## config.mk

```make
export PLATFORM = sky130hd
export DESIGN_NAME = tt_table_writer
export DESIGN_NICKNAME = d
export VERILOG_FILES = /design/src/rtl/tt_pkg.sv /design/src/rtl/tt_mem.sv /design/src/rtl/tt_table_writer.sv
export SDC_FILE = /design/constraint.sdc
export NUM_CORES = 1
export LEC_CHECK = 0
export ABC_CLOCK_PERIOD_IN_PS = 3350
export BUFFER_PORTS_ARGS = -buffer_cell sky130_fd_sc_hd__buf_2
export CAP_MARGIN = 20
export CORE_MARGIN = 5
export CORE_UTILIZATION = 45
export CTS_CLUSTER_SIZE = 14
export DETAILED_ROUTE_END_ITERATION = 10
export PLACE_DENSITY_LB_ADDON = 0.25
export SYNTH_ARGS = -nofsm -noshare
export SYNTH_HDL_FRONTEND = slang
export SYNTH_SLANG_ARGS = --single-unit
```

## constraint.sdc

```tcl
create_clock -name clk -period 3.35 [get_ports clk]
set_input_delay 0.5025 -clock clk [delete_from_list [all_inputs] [get_ports clk]]
set_output_delay 0.5025 -clock clk [all_outputs]
set_load 0.005 [all_outputs]
```

## src/rtl/tt_pkg.sv

```systemverilog
// Shared types and default sizes for the run-time loadable truth table.
package tt_pkg;

    localparam int TT_ADDR_W = 3;
    localparam int TT_DATA_W = 2;

    // Load sequencer states.
    typedef enum logic [1:0] {
        IDLE = 2'd0,
        LOAD = 2'd1,
        DONE = 2'd2
    } tt_state_e;

endpackage : tt_pkg

```

## src/rtl/tt_mem.sv

```systemverilog
// Table storage: register array cleared by reset, one synchronous write
// port and one combinational read port (same read timing as the ROM).
module tt_mem #(
    parameter int ADDR_W = 3,
    parameter int DATA_W = 2
) (
    input  logic              clk,
    input  logic              rst,
    input  logic              we,
    input  logic [ADDR_W-1:0] waddr,
    input  logic [DATA_W-1:0] wdata,
    input  logic [ADDR_W-1:0] raddr,
    output logic [DATA_W-1:0] rdata
);

    localparam int DEPTH = 2 ** ADDR_W;

    logic [DATA_W-1:0] mem_reg [DEPTH];

    // Entry storage: cleared on reset, one entry written per accepted beat.
    always_ff @(posedge clk or posedge rst) begin
        if (rst) begin
            for (int i = 0; i < DEPTH; i++) begin
                mem_reg[i] <= '0;
            end
        end else if (we) begin
            mem_reg[waddr] <= wdata;
        end
    end

    // A read during the write cycle still sees the old entry.
    assign rdata = mem_reg[raddr];

endmodule : tt_mem

```

## src/rtl/tt_table_writer.sv

```systemverilog
// Run-time loadable truth table: accepts DEPTH entries over a valid/ready
// stream in address order, then serves combinational reads like the ROM.
module tt_table_writer
    import tt_pkg::*;
#(
    parameter int ADDR_W = TT_ADDR_W,
    parameter int DATA_W = TT_DATA_W
) (
    input  logic              clk,
    input  logic              rst,
    input  logic              start,
    input  logic              abort,
    input  logic              in_valid,
    input  logic [DATA_W-1:0] in_data,
    output logic              in_ready,
    input  logic [ADDR_W-1:0] rd_addr,
    output logic [DATA_W-1:0] rd_data,
    output logic              busy,
    output logic              done,
    output logic              err
);

    localparam int                DEPTH    = 2 ** ADDR_W;
    localparam logic [ADDR_W-1:0] LAST_PTR = ADDR_W'(DEPTH - 1);
    localparam logic [ADDR_W-1:0] PTR_ONE  = ADDR_W'(1);

    tt_state_e         state_reg;
    tt_state_e         state_next;
    logic [ADDR_W-1:0] ptr_reg;
    logic [ADDR_W-1:0] ptr_next;
    logic              err_reg;
    logic              err_next;
    logic              wr_en;

    // State, write pointer and sticky error flag.
    always_ff @(posedge clk or posedge rst) begin
        if (rst) begin
            state_reg <= IDLE;
            ptr_reg   <= '0;
            err_reg   <= 1'b0;
        end else begin
            state_reg <= state_next;
            ptr_reg   <= ptr_next;
            err_reg   <= err_next;
        end
    end

    // Next-state, pointer and error logic; abort beats start and any beat.
    always_comb begin
        state_next = state_reg;
        ptr_next   = ptr_reg;
        err_next   = err_reg;
        wr_en      = 1'b0;

        case (state_reg)
            IDLE: begin
                if (abort) begin
                    ptr_next = '0;
                end else if (start) begin
                    state_next = LOAD;
                    ptr_next   = '0;
                    err_next   = 1'b0;
                end
            end
            LOAD: begin
                if (abort) begin
                    // Entries already written are kept; the pending beat is dropped.
                    state_next = IDLE;
                    ptr_next   = '0;
                end else if (in_valid) begin
                    wr_en    = 1'b1;
                    ptr_next = ptr_reg + PTR_ONE;
                    if (ptr_reg == LAST_PTR) begin
                        state_next = DONE;
                    end
                end
            end
            DONE: begin
                if (abort) begin
                    state_next = IDLE;
                    ptr_next   = '0;
                end else if (start) begin
                    state_next = LOAD;
                    ptr_next   = '0;
                    err_next   = 1'b0;
                end
            end
            default: begin
                state_next = IDLE;
                ptr_next   = '0;
            end
        endcase

        // Data offered outside a load is flagged and discarded.
        if (in_valid && (state_reg != LOAD)) begin
            err_next = 1'b1;
        end
    end

    // Handshake and status outputs decoded purely from state.
    always_comb begin
        in_ready = 1'b0;
        busy     = 1'b0;
        done     = 1'b0;
        case (state_reg)
            LOAD: begin
                in_ready = 1'b1;
                busy     = 1'b1;
            end
            DONE: begin
                done = 1'b1;
            end
            default: begin
                in_ready = 1'b0;
            end
        endcase
    end

    assign err = err_reg;

    tt_mem #(
        .ADDR_W (ADDR_W),
        .DATA_W (DATA_W)
    ) u_mem (
        .clk   (clk),
        .rst   (rst),
        .we    (wr_en),
        .waddr (ptr_reg),
        .wdata (in_data),
        .raddr (rd_addr),
        .rdata (rd_data)
    );

endmodule : tt_table_writer
```

Word-level counts from Yosys, hierarchy flattened
Cells that the tools add are included.
{"block": "op_classes", "add_sub_neg": 1, "n_lt_le_gt_ge": 3, "n_eq_ne": 9, "n_mux": 27, "n_bitwise": 2, "n_reduce_logical": 9}
{"cell": "2-bit two-way mux", "n": 9}
{"cell": "16-bit bitwise mux", "n": 1}
{"cell": "3-bit two-way mux", "n": 4}
{"cell": "1-bit two-way mux", "n": 9}
{"cell": "4-bit greater-or-equal comparator, second input constant", "n": 2}
{"cell": "3-bit inverter with 4-bit output", "n": 2}
{"cell": "2-bit binary-select mux with 3-bit select", "n": 1}
{"cell": "2-bit demux with 3-bit select", "n": 1}
{"cell": "3-bit inequality test, second input constant", "n": 2}
{"cell": "2-bit case mux with 3 select lines", "n": 1}
{"cell": "3-bit case mux with 2 select lines", "n": 1}
{"cell": "3-bit AND reduction", "n": 2}
{"cell": "4-bit by 1-bit less-than comparator with 1-bit output, second input constant", "n": 1}
{"cell": "2-bit by 1-bit inequality test with 1-bit output, second input constant", "n": 2}
{"cell": "2-bit nonzero test", "n": 2}
{"cell": "3-bit by 1-bit adder with 3-bit output, second input constant", "n": 1}
{"cell": "3-bit == test, second input constant", "n": 1}
{"cell": "3-bit by 1-bit inequality test with 1-bit output, second input constant", "n": 1}
{"cell": "2-bit by 1-bit == test with 1-bit output, second input constant", "n": 1}
{"cell": "2-bit == test, second input constant", "n": 1}
{"cell": "1-bit logical AND", "n": 2}
{"cell": "2-bit zero test", "n": 1}
{"cell": "2-bit inequality test, second input constant", "n": 1}
{"cell": "2-bit AND reduction", "n": 1}
{"cell": "2-bit OR reduction", "n": 1}
{"block": "totals", "ff_bits": 22, "inputBits": 10, "out_inout_bits": 6, "elab_cells": 62}

Longest topological paths before layout
Gate-level depths: netlist (run 1).
{"block": "logic_depth", "depth_word": 6, "mapped_depth": 5, "ltp_nobuf": 5}

By module
Synthesis (run 1) repeated with hierarchy kept, for this count alone.
{"block": "hier_totals", "cells_unflattened": 76, "hier_area_um2": 1111.1}
{"mod": "tt_mem", "n_inst": 1, "cells_each": 47, "area_each_um2": 790.8, "seq_area_each_um2": 400.4}
{"mod": "tt_table_writer", "n_inst": 1, "cells_each": 29, "area_each_um2": 320.3, "seq_area_each_um2": 150.1}

Worst setup path after synthesis (run 1)
Ideal clock, no wire load.
{"block": "synth_path", "path_type": "input-to-output", "start": "input port rd_addr[0]", "end": "output port rd_data[0]", "arrival_time_ps": 1234, "t_required_ps": 2847, "setup_slack_ps": 1613, "path_stages": 2, "n_path_buf": 0, "cell_sequence": "mux4_2 > mux2_2"}
{"block": "synth_between", "elab_chain_len": 4}
{"item": "from (decl)", "line": "tt_table_writer.sv:16", "text": "input logic [ADDR_W-1:0] rd_addr,"}
{"item": "3-bit inverter with 4-bit output (implied by the code)", "line": "tt_mem.sv:32", "text": "assign rdata = mem_reg[raddr];"}
{"item": "2-bit binary-select mux with 3-bit select", "line": "tt_mem.sv:32"}
{"item": "2-bit two-way mux (implied by the code) (2 in series)", "line": "tt_mem.sv:32"}
{"item": "to (decl)", "line": "tt_table_writer.sv:17", "text": "output logic [DATA_W-1:0] rd_data,"}
Every way passes these cells. The select of a mux whose other input is x is not followed.

Worst setup path in the final report (run 1)
{"block": "layout_path", "start": "register u_mem.mem_reg[4] (netlist name)", "end": "output port rd_data[0]"}
{"block": "layout_between", "elab_chain_len": 3}
{"item": "from (decl)", "line": "tt_mem.sv:18", "text": "logic [DATA_W-1:0] mem_reg [DEPTH];"}
{"item": "from (signal, indexed assignment)", "line": "tt_mem.sv:27", "text": "mem_reg[waddr] <= wdata;"}
{"item": "2-bit binary-select mux with 3-bit select", "line": "tt_mem.sv:32"}
{"item": "2-bit two-way mux (implied by the code) (2 in series)", "line": "tt_mem.sv:32"}
Every way passes these cells. The select of a mux whose other input is x is not followed.

==> results of run 1 <==
==> layer usage <==
layer  part of all wire, %  GRT usage, %
met1                    47         17.28
met2                    46         21.76
met3                   4.5         2.592
met4                   3.0         8.544
met5                     0             0
==> power by group through the flow <==
stage	Clock [uW]	Combinational [uW]	Sequential [uW]
after floorplan	0	39.9	291
after global placement	0	56.4	294
after detailed placement	0	58.6	295
after CTS	126	58.6	290
after global routing	140	64.0	292
final	121	57.4	290
==> worst max path at each step <==
| stage | end | slack [ns] | cells past startpoint |
|---|---|---|---|
| 5_1_grt | rd_data[0] | 1.21 | 3 |
| 6_report | rd_data[0] | 1.27 | 3 |
| 2_1_floorplan | rd_data[0] | 1.61 | 2 |
| 3_3_place_gp | rd_data[0] | 1.31 | 4 |
| 3_5_place_dp | rd_data[1] | 1.30 | 4 |
| 4_1_cts | rd_data[0] | 1.25 | 3 |
==> cell usage after synthesis, types with 2 or more instances <==
library cell   n
dfrtp_1       22
mux2_2        15
mux2_4         4
mux4_2         4
inv_1          3
nor2_1         3
a22o_1         2
and4bb_4       2
ha_1           2
nand4b_1       2
==> layout make-up <==
| class | count | area [sq um] | share of cell area (%) |
|---|---|---|---|
| Clock buffer | 3 | 22.52 | 1.827 |
| Inverter | 3 | 11.26 | 0.9137 |
| Multi-Input combinational cell | 48 | 535.5 | 43.45 |
| Sequential cell | 22 | 550.5 | 44.67 |
| Tap cell | 30 | 37.54 | 3.046 |
| Timing Repair Buffer | 15 | 75.07 | 6.091 |
==> metrics by stage <==
stage	cell area, sq um	power, uW	hold WS (ns)	cells
after floorplan	1120	330.8	0.4738	76
after global placement	1210	350.5	0.4824	118
after detailed placement	1210	353.6	0.4991	118
after CTS	1232	474.7	0.3595	121
after global routing	1232	496.3	0.3840	121
final	1232	467.7	0.3313	121
==> cell families (layout without fill, tap and decap cells) <==
kind of cell / count (synthesis) / in the layout / synth area share [%]
fa+ha+maj: 2 / 2 / 2.234
flops: 22 / 22 / 49.16
buf+inv: 6 / 21 / 3.017
mux: 23 / 23 / 28.49
compound gates: 7 / 7 / 5.476
simple gates: 16 / 16 / 11.62
==> results.json, run 1 <==
{
  "start_util_pct": 46.04,
  "place_congestion": 0.7413,
  "ff2ff_setup_slack_ns": 1.69,
  "setup_tns_ns": 0,
  "synth-seq-area-share_pct": 49.16,
  "routed_wl_um": 2059,
  "clkPwrFrac_pct": 25.8,
  "postCtsSetupBuffers": 0,
  "peakVddDrop_mv": 0.2678,
  "p_sw_share_pct": 24.27,
  "ys_async_sr_fraction_pct": 100.0,
  "cts_root_buffer": "clkbuf_4",
  "crit_path_start": "u_mem.mem_reg[4]$_DFFE_PP0P_",
  "grt_pass1_wl_um": 3450,
  "setup.worst_path.class": "flop to primary output",
  "p_leak_uw": 0.0006065,
  "max_slew.worst_pin.slew_ns": 0.8310,
  "maxSlewViolCount": 0,
  "core_area_sq_mm": 0.002432,
  "layout.nets": 105,
  "arrival_ns": 1.57,
  "syn_inst": 76,
  "finish.utilization_pct": 50.67,
  "track_usage_pct": 13.79,
  "comb_power_share_pct": 12.3,
  "r2r_end": "u_mem.mem_reg[9]$_DFFE_PP0P_",
  "layout_commonest_cell": "dfrtp_1",
  "post-route-min-period_ns": 2.076,
  "period_share_pct": 61.98,
  "dpl.hpwl_um": 1548,
  "port_buffers": 15,
  "switching_power_uw": 113.5,
  "syn_avg_cell_area_sq_um": 14.73,
  "hold_path.class": "input pin to async pin",
  "cpPeakStageDelay_ns": 0.47,
  "drcViolationCount": 0,
  "timing.max_cap.violations": 0,
  "place_ws_ns": 1.296,
  "htreeDepth": 1,
  "die_area_sq_mm": 0.003586,
  "synth_seq_cells": 22,
  "clock_skew_ns": 0.003246,
  "status": "completed",
  "yosys_warnings": 0,
  "drt_iter0_markers": 11,
  "worst_slack_ns": 1.274,
  "grt_start_max_net_pins": 23,
  "synth.cell_area_sq_mm": 0.001120,
  "maxSlewHeadroom_pct": 44.54,
  "io_pins": 16,
  "syn_nets": 88,
  "reg2regPathDepth": 3,
  "synth_edf_count": 0,
  "internal-power_uw": 354.2,
  "num_rows": 18,
  "path_cells": "mux4_2 > mux2_2 > buf_2",
  "drive_gt1_share_pct": 47.25,
  "final_cell_mix": "dfrtp_1, mux2_2, buf_2, mux2_4, mux4_2",
  "drt_pre_antenna_iters": 4,
  "area_growth_pct": 10.06,
  "clkSinkCount": 22,
  "viasPerCell": 5.636,
  "path_clk_slew_ns": 0.11,
  "cts_buffer_depth": 2,
  "rsz0062_at_grt": "no",
  "synth_top_area_share_pct": 49.16,
  "critPathTopFamily": "multiplexers",
  "wl_per_cell_um": 17.02,
  "cts_tree": "done",
  "path_buf_inv": 1,
  "largest_register_ffs": 16,
  "die_y_um": 59.89,
  "crit_slowest_cell": "mux4_2",
  "powerDensity_mw_per_mm2": 379.5,
  "setup_violations": 0,
  "synth_area_leaders": "dfrtp_1, mux2_2, mux4_2",
  "nFillCells": 216,
  "crit_required_ns": 2.85,
  "synth.distinct_cells": 27,
  "hold_violations": 0,
  "rr_startpoint": "state_reg[1]$_DFFE_PP0P_",
  "cts_buffers": 3,
  "hold_buffers": 0,
  "power_frac_seq_pct": 61.9,
  "vias": 682,
  "diodes": 0,
  "start_kind": "flop",
  "die_w_um": 59.89,
  "path_max_fanout": 2,
  "clock_latency_ns": 0.31,
  "gr-total-overflow": 0,
  "end_kind": "primary output",
  "synth_ff_type": "dfrtp_1",
  "antenna_found_initial": 0,
  "cts_resized": 0,
  "fmax_ghz": 0.4816,
  "yosysTopAreaCell": "dfrtp_1",
  "detail-route-antenna-nets": 0,
  "grt_pass1_vias": 697
}
No activity file was read; power rests on OpenSTA's default activity.
==> run 2, diff against run 1 <==
ABC_CLOCK_PERIOD_IN_PS = 1800   (was 3350)
clock period = 1.8 ns   (was 3.35 ns; I/O delays follow)
==> run 2 against run 1 <==
Compared with the run above:
- the flow now finishes with violations (negative setup slack)
- routed wire length is 2.4% lower
- design area is 2.8% higher
- non-clock buffer count is 3 higher
- die area stayed put
- critical path type unchanged
- largest power group unchanged
==> results.json, run 2 (synthesis gave the netlist of run 1 again) <==
{
  "nFillCells": 210,
  "whs_path_depth": 2,
  "htreeDepth": 1,
  "wl_met2_um": 1024,
  "placed_cell_area_sq_mm": 0.001225,
  "hold_path.class": "input pin to flop",
  "maxSlewViolCount": 0,
  "clock_skew_ns": 0.008019,
  "p_leak_uw": 0.0006236,
  "dp.cells": 120,
  "routed_wl_um": 2010,
  "gr-total-overflow": 0,
  "period_share_pct": 102.0,
  "detail-route-antenna-nets": 0,
  "grt_start_max_net_pins": 12,
  "clkPwrFrac_pct": 24.9,
  "cts_buffers": 3,
  "dpl.hpwl_um": 1563,
  "final_cells": 124,
  "peakVddDrop_mv": 0.3454,
  "wl_per_cell_um": 16.21,
  "violations": "negative setup slack",
  "port_buffers": 15,
  "grt_pass1_vias": 711,
  "die_y_um": 59.89,
  "die_w_um": 59.89,
  "final_cell_area_sq_mm": 0.001267,
  "hold_violations": 0,
  "layout.nets": 108,
  "vias": 697,
  "top_layer": "met3",
  "diodes": 0,
  "end_kind": "primary output",
  "clock_latency_ns": 0.30,
  "comb_power_share_pct": 13.4,
  "p_sw_share_pct": 23.41,
  "power_uw": 869.2,
  "power_frac_seq_pct": 61.8,
  "largest_register_ffs": 16,
  "dr_wl_met3_um": 90,
  "layout_commonest_cell": "dfrtp_1",
  "start_kind": "flop",
  "io_pins": 16,
  "final_cell_mix": "dfrtp_1, mux2_2, buf_2, mux2_4, mux4_2",
  "place_congestion": 0.7320,
  "antenna_found_initial": 0,
  "fmax_ghz": 0.5447,
  "crit_required_ns": 1.53,
  "cts_tree": "done",
  "track_usage_pct": 12.87,
  "core_area_sq_mm": 0.002432,
  "cts_buffer_depth": 2,
  "internal-power_uw": 665.8,
  "clkSinkCount": 22,
  "path_max_fanout": 2,
  "grt_pass1_wl_um": 3353,
  "start_util_pct": 46.04,
  "wl_met1_um": 895,
  "area_growth_pct": 13.18,
  "rsz0062_at_grt": "yes",
  "status": "finished with violations",
  "powerDensity_mw_per_mm2": 685.8,
  "worst_slack_ns": -0.03575,
  "timing.max_cap.violations": 0,
  "drt_pre_antenna_iters": 4,
  "maxSlewHeadroom_pct": 74.23,
  "setup.worst_path.class": "flop to primary output",
  "viasPerCell": 5.621,
  "die_area_sq_mm": 0.003586,
  "num_rows": 18,
  "max_slew.worst_pin.slew_ns": 0.3832,
  "switching_power_uw": 203.5,
  "setup_violations": 2,
  "drcViolationCount": 0,
  "drt_iter0_markers": 12,
  "arrival_ns": 1.57,
  "finish.utilization_pct": 52.11,
  "reg2regPathDepth": 3,
  "path_clk_slew_ns": 0.11,
  "setup_tns_ns": -0.04917,
  "post-route-min-period_ns": 1.836,
  "cts_root_buffer": "clkbuf_4",
  "drive_gt1_share_pct": 47.87
}
-- run 2: cell count changes in the layout (fill, tap and decap cells not counted) --
cell / delta
mux2_2: -1
buf_2: -1
buf_4: +2
mux2_4: +1
dlygate4sd3_1: +1
buf_6: +1
-- run 2: routing by layer --
metal | GRT usage (%) | up-vias
li1 | - | 328
met1 | 15.57 | 355
met2 | 21.91 | 14
met3 | 2.592 | 0
met4 | 5.696 | 0
met5 | 0 | -
-- run 2: layout make-up --
| cell class | instances | area (sq um) | share of cell area (%) |
|---|---|---|---|
| Sequential cell | 22 | 550.5 | 43.44 |
| Clock buffer | 3 | 22.52 | 1.777 |
| Multi-Input combinational cell | 48 | 539.3 | 42.55 |
| Timing Repair Buffer | 18 | 106.4 | 8.391 |
| Inverter | 3 | 11.26 | 0.8884 |
| Tap cell | 30 | 37.54 | 2.961 |
-- run 2: path summary, 6_finish.rpt --
check | end | from | slack (ns)
hold reg to reg | u_mem.mem_reg[0]$_DFFE_PP0P_ | u_mem.mem_reg[0]$_DFFE_PP0P_ | 0.51
hold / removal | state_reg[1]$_DFFE_PP0P_ | abort | 0.19
setup reg to reg | u_mem.mem_reg[12]$_DFFE_PP0P_ | state_reg[1]$_DFFE_PP0P_ | 0.14
max in group asynchronous | err$_DFFE_PP0P_ | rst | 1.13
setup / recovery | rd_data[0] | u_mem.mem_reg[4]$_DFFE_PP0P_ | -0.04
min in group asynchronous | u_mem.mem_reg[9]$_DFFE_PP0P_ | rst | 0.51
-- run 2: critical path, stage by stage (launching register included) --
cell	delay, ns
dfrtp_1	0.40
mux4_2	0.48
mux2_4	0.29
buf_6	0.11
-- run 2: power groups by stage --
stage          clock network, uW  registers [uW]  logic, uW
2_1_floorplan                  0             542       74.2
3_3_place_gp                   0             545        112
3_5_place_dp                   0             547        113
4_1_cts                      232             537        118
5_1_grt                      246             540        128
6_report                     216             537        116
-- run 2: stage by stage --
step	hold WS, ns	setup slack [ns]
after floorplan	0.2592	0.3525
after global placement	0.2827	0.2021
after detailed placement	0.2990	0.1649
after CTS	0.1608	-0.06775
after global routing	0.1926	-0.1070
final	0.1865	-0.03575
-- run 2: what timing repair did --
action | 4_1_cts | 5_1_grt
endpoints found under the setup margin | 2 | 2
gates resized for setup | 2 | 0
hold buffers | 1 | 0
pin swaps | 0 | 0
buffers inserted | 0 | 0
hold endpoints to repair | 22 | 0
==> run 3, diff against run 2 <==
SETUP_SLACK_MARGIN = 0.15   (was default)
==> run 3 against run 2 <==
Compared with the run above:
- the run still ends with negative setup slack left
- sequential share of layout area unchanged
- first-iteration DRC count down 17%
- register-to-register slack better by 0.08 ns
- combinational power about the same
- worst setup slack about the same
- critical path type unchanged
- largest cell class unchanged
==> results.json, run 3 (synthesis gave the netlist of run 1 again) <==
{
  "drcViolationCount": 0,
  "core_area_sq_mm": 0.002432,
  "grt_pass1_wl_um": 3353,
  "io_pins": 16,
  "drt_pre_antenna_iters": 4,
  "timing.max_cap.violations": 0,
  "crit_required_ns": 1.53,
  "fmax_ghz": 0.5447,
  "cts_buffers": 3,
  "setup_tns_ns": -0.04921,
  "path_cells": "mux4_2 > mux2_4 > buf_6",
  "setup.worst_path.class": "flop to primary output",
  "vias": 694,
  "die_w_um": 59.89,
  "min_from": "abort",
  "crit_slowest_cell": "mux4_2",
  "end_kind": "primary output",
  "detail-route-antenna-nets": 0,
  "placed_cell_area_sq_mm": 0.001225,
  "r2r_end": "u_mem.mem_reg[8]$_DFFE_PP0P_",
  "cts_buffer_depth": 2,
  "track_usage_pct": 12.87,
  "antenna_found_initial": 0,
  "drive_gt1_share_pct": 48.94,
  "max_slew.worst_pin.slew_ns": 0.3870,
  "ff2ff_setup_slack_ns": 0.22,
  "post-route-min-period_ns": 1.836,
  "worst_slack_ns": -0.03582,
  "arrival_ns": 1.57,
  "drt_iter0_markers": 10,
  "status": "finished with violations",
  "gr-total-overflow": 0,
  "routed_wl_um": 2002,
  "layout_commonest_cell": "dfrtp_1",
  "hold_path.class": "input pin to flop",
  "maxSlewHeadroom_pct": 73.98,
  "holdPathEnd": "state_reg[1]$_DFFE_PP0P_",
  "final_cell_mix": "dfrtp_1, mux2_2, buf_2, mux2_4, mux4_2",
  "htreeDepth": 1,
  "clock_latency_ns": 0.30,
  "num_rows": 18,
  "timing.hold.ws_ns": 0.1863,
  "clock_skew_ns": 0.007955,
  "rr_startpoint": "state_reg[1]$_DFFE_PP0P_",
  "area_growth_pct": 13.18,
  "cpPeakStageDelay_ns": 0.48,
  "peakVddDrop_mv": 0.3454,
  "port_buffers": 15,
  "powerDensity_mw_per_mm2": 685.9,
  "dpl.hpwl_um": 1563,
  "path_clk_slew_ns": 0.11,
  "reg2regPathDepth": 3,
  "maxSlewViolCount": 0,
  "p_leak_uw": 0.0006209,
  "diodes": 0,
  "viasPerCell": 5.597,
  "finish.utilization_pct": 52.11,
  "grt_start_max_net_pins": 12,
  "grt_pass1_vias": 711,
  "largest_register_ffs": 16,
  "violations": "negative setup slack",
  "clkSinkCount": 22,
  "rsz0062_at_grt": "yes",
  "die_y_um": 59.89,
  "start_kind": "flop",
  "cts_root_buffer": "clkbuf_4",
  "whs_path_depth": 2,
  "final_cell_area_sq_mm": 0.001267,
  "hold_violations": 0,
  "place_congestion": 0.7320,
  "layout.nets": 108,
  "period_share_pct": 102.0,
  "final_cells": 124,
  "path_max_fanout": 2,
  "die_area_sq_mm": 0.003586,
  "cts_tree": "done",
  "setup_violations": 2,
  "wl_per_cell_um": 16.15,
  "dp.cells": 120,
  "start_util_pct": 46.04,
  "postCtsSetupBuffers": 0
}
==> run 3: final cells by class <==
type | count | area, sq um
Tap cell | 30 | 37.54
Clock buffer | 3 | 22.52
Multi-Input combinational cell | 48 | 539.3
Fill cell | 210 | 1165
Inverter | 3 | 11.26
Timing Repair Buffer | 18 | 106.4
Sequential cell | 22 | 550.5
==> run 3: worst max path at each step <==
| stage | startpoint | to |
|---|---|---|
| 6_report | u_mem.mem_reg[4]$_DFFE_PP0P_ | rd_data[0] |
| 5_1_grt | u_mem.mem_reg[4]$_DFFE_PP0P_ | rd_data[0] |
| 4_1_cts | u_mem.mem_reg[4]$_DFFE_PP0P_ | rd_data[0] |
| 3_5_place_dp | state_reg[1]$_DFFE_PP0P_ | u_mem.mem_reg[12]$_DFFE_PP0P_ |
| 3_3_place_gp | rd_addr[0] | rd_data[0] |
| 2_1_floorplan | state_reg[1]$_DFFE_PP0P_ | u_mem.mem_reg[10]$_DFFE_PP0P_ |
==> run 3: through the flow <==
step | total power [uW] | setup WS, ns
after global placement | 657.0 | 0.2021
after floorplan | 615.7 | 0.3525
after global routing | 913.3 | -0.1070
final | 869.3 | -0.03582
after CTS | 887.7 | -0.06775
after detailed placement | 659.6 | 0.1649
==> run 3: where the power goes <==
part           switching [uW]  internal, uW  total, uW
clock                     138          78.0        216
sequential               16.9           520        537
combinational            48.3          68.1        116
==> run 3: critical path, delay by kind of cell, from the launching register on <==
family / cells / cell delay, ns
muxes: 2 / 0.77
DFF: 1 / 0.40
buffers and inverters: 1 / 0.11
==> run 3: timing repair <==
item	4_1_cts	5_1_grt
hold endpoints to repair	22	0
endpoints found under the setup margin	4	2
resized for setup	3	0
hold buffers	1	0
==> run 3: layer usage <==
metal | up-vias | wire length, um | share of wire [%] | GRT usage (%)
met5 | - | 0 | 0 | 0
met4 | 0 | 0 | 0 | 5.696
met3 | 0 | 90 | 4.5 | 2.592
met2 | 14 | 1021 | 51 | 21.91
met1 | 352 | 890 | 44 | 15.57
li1 | 328 | - | - | -
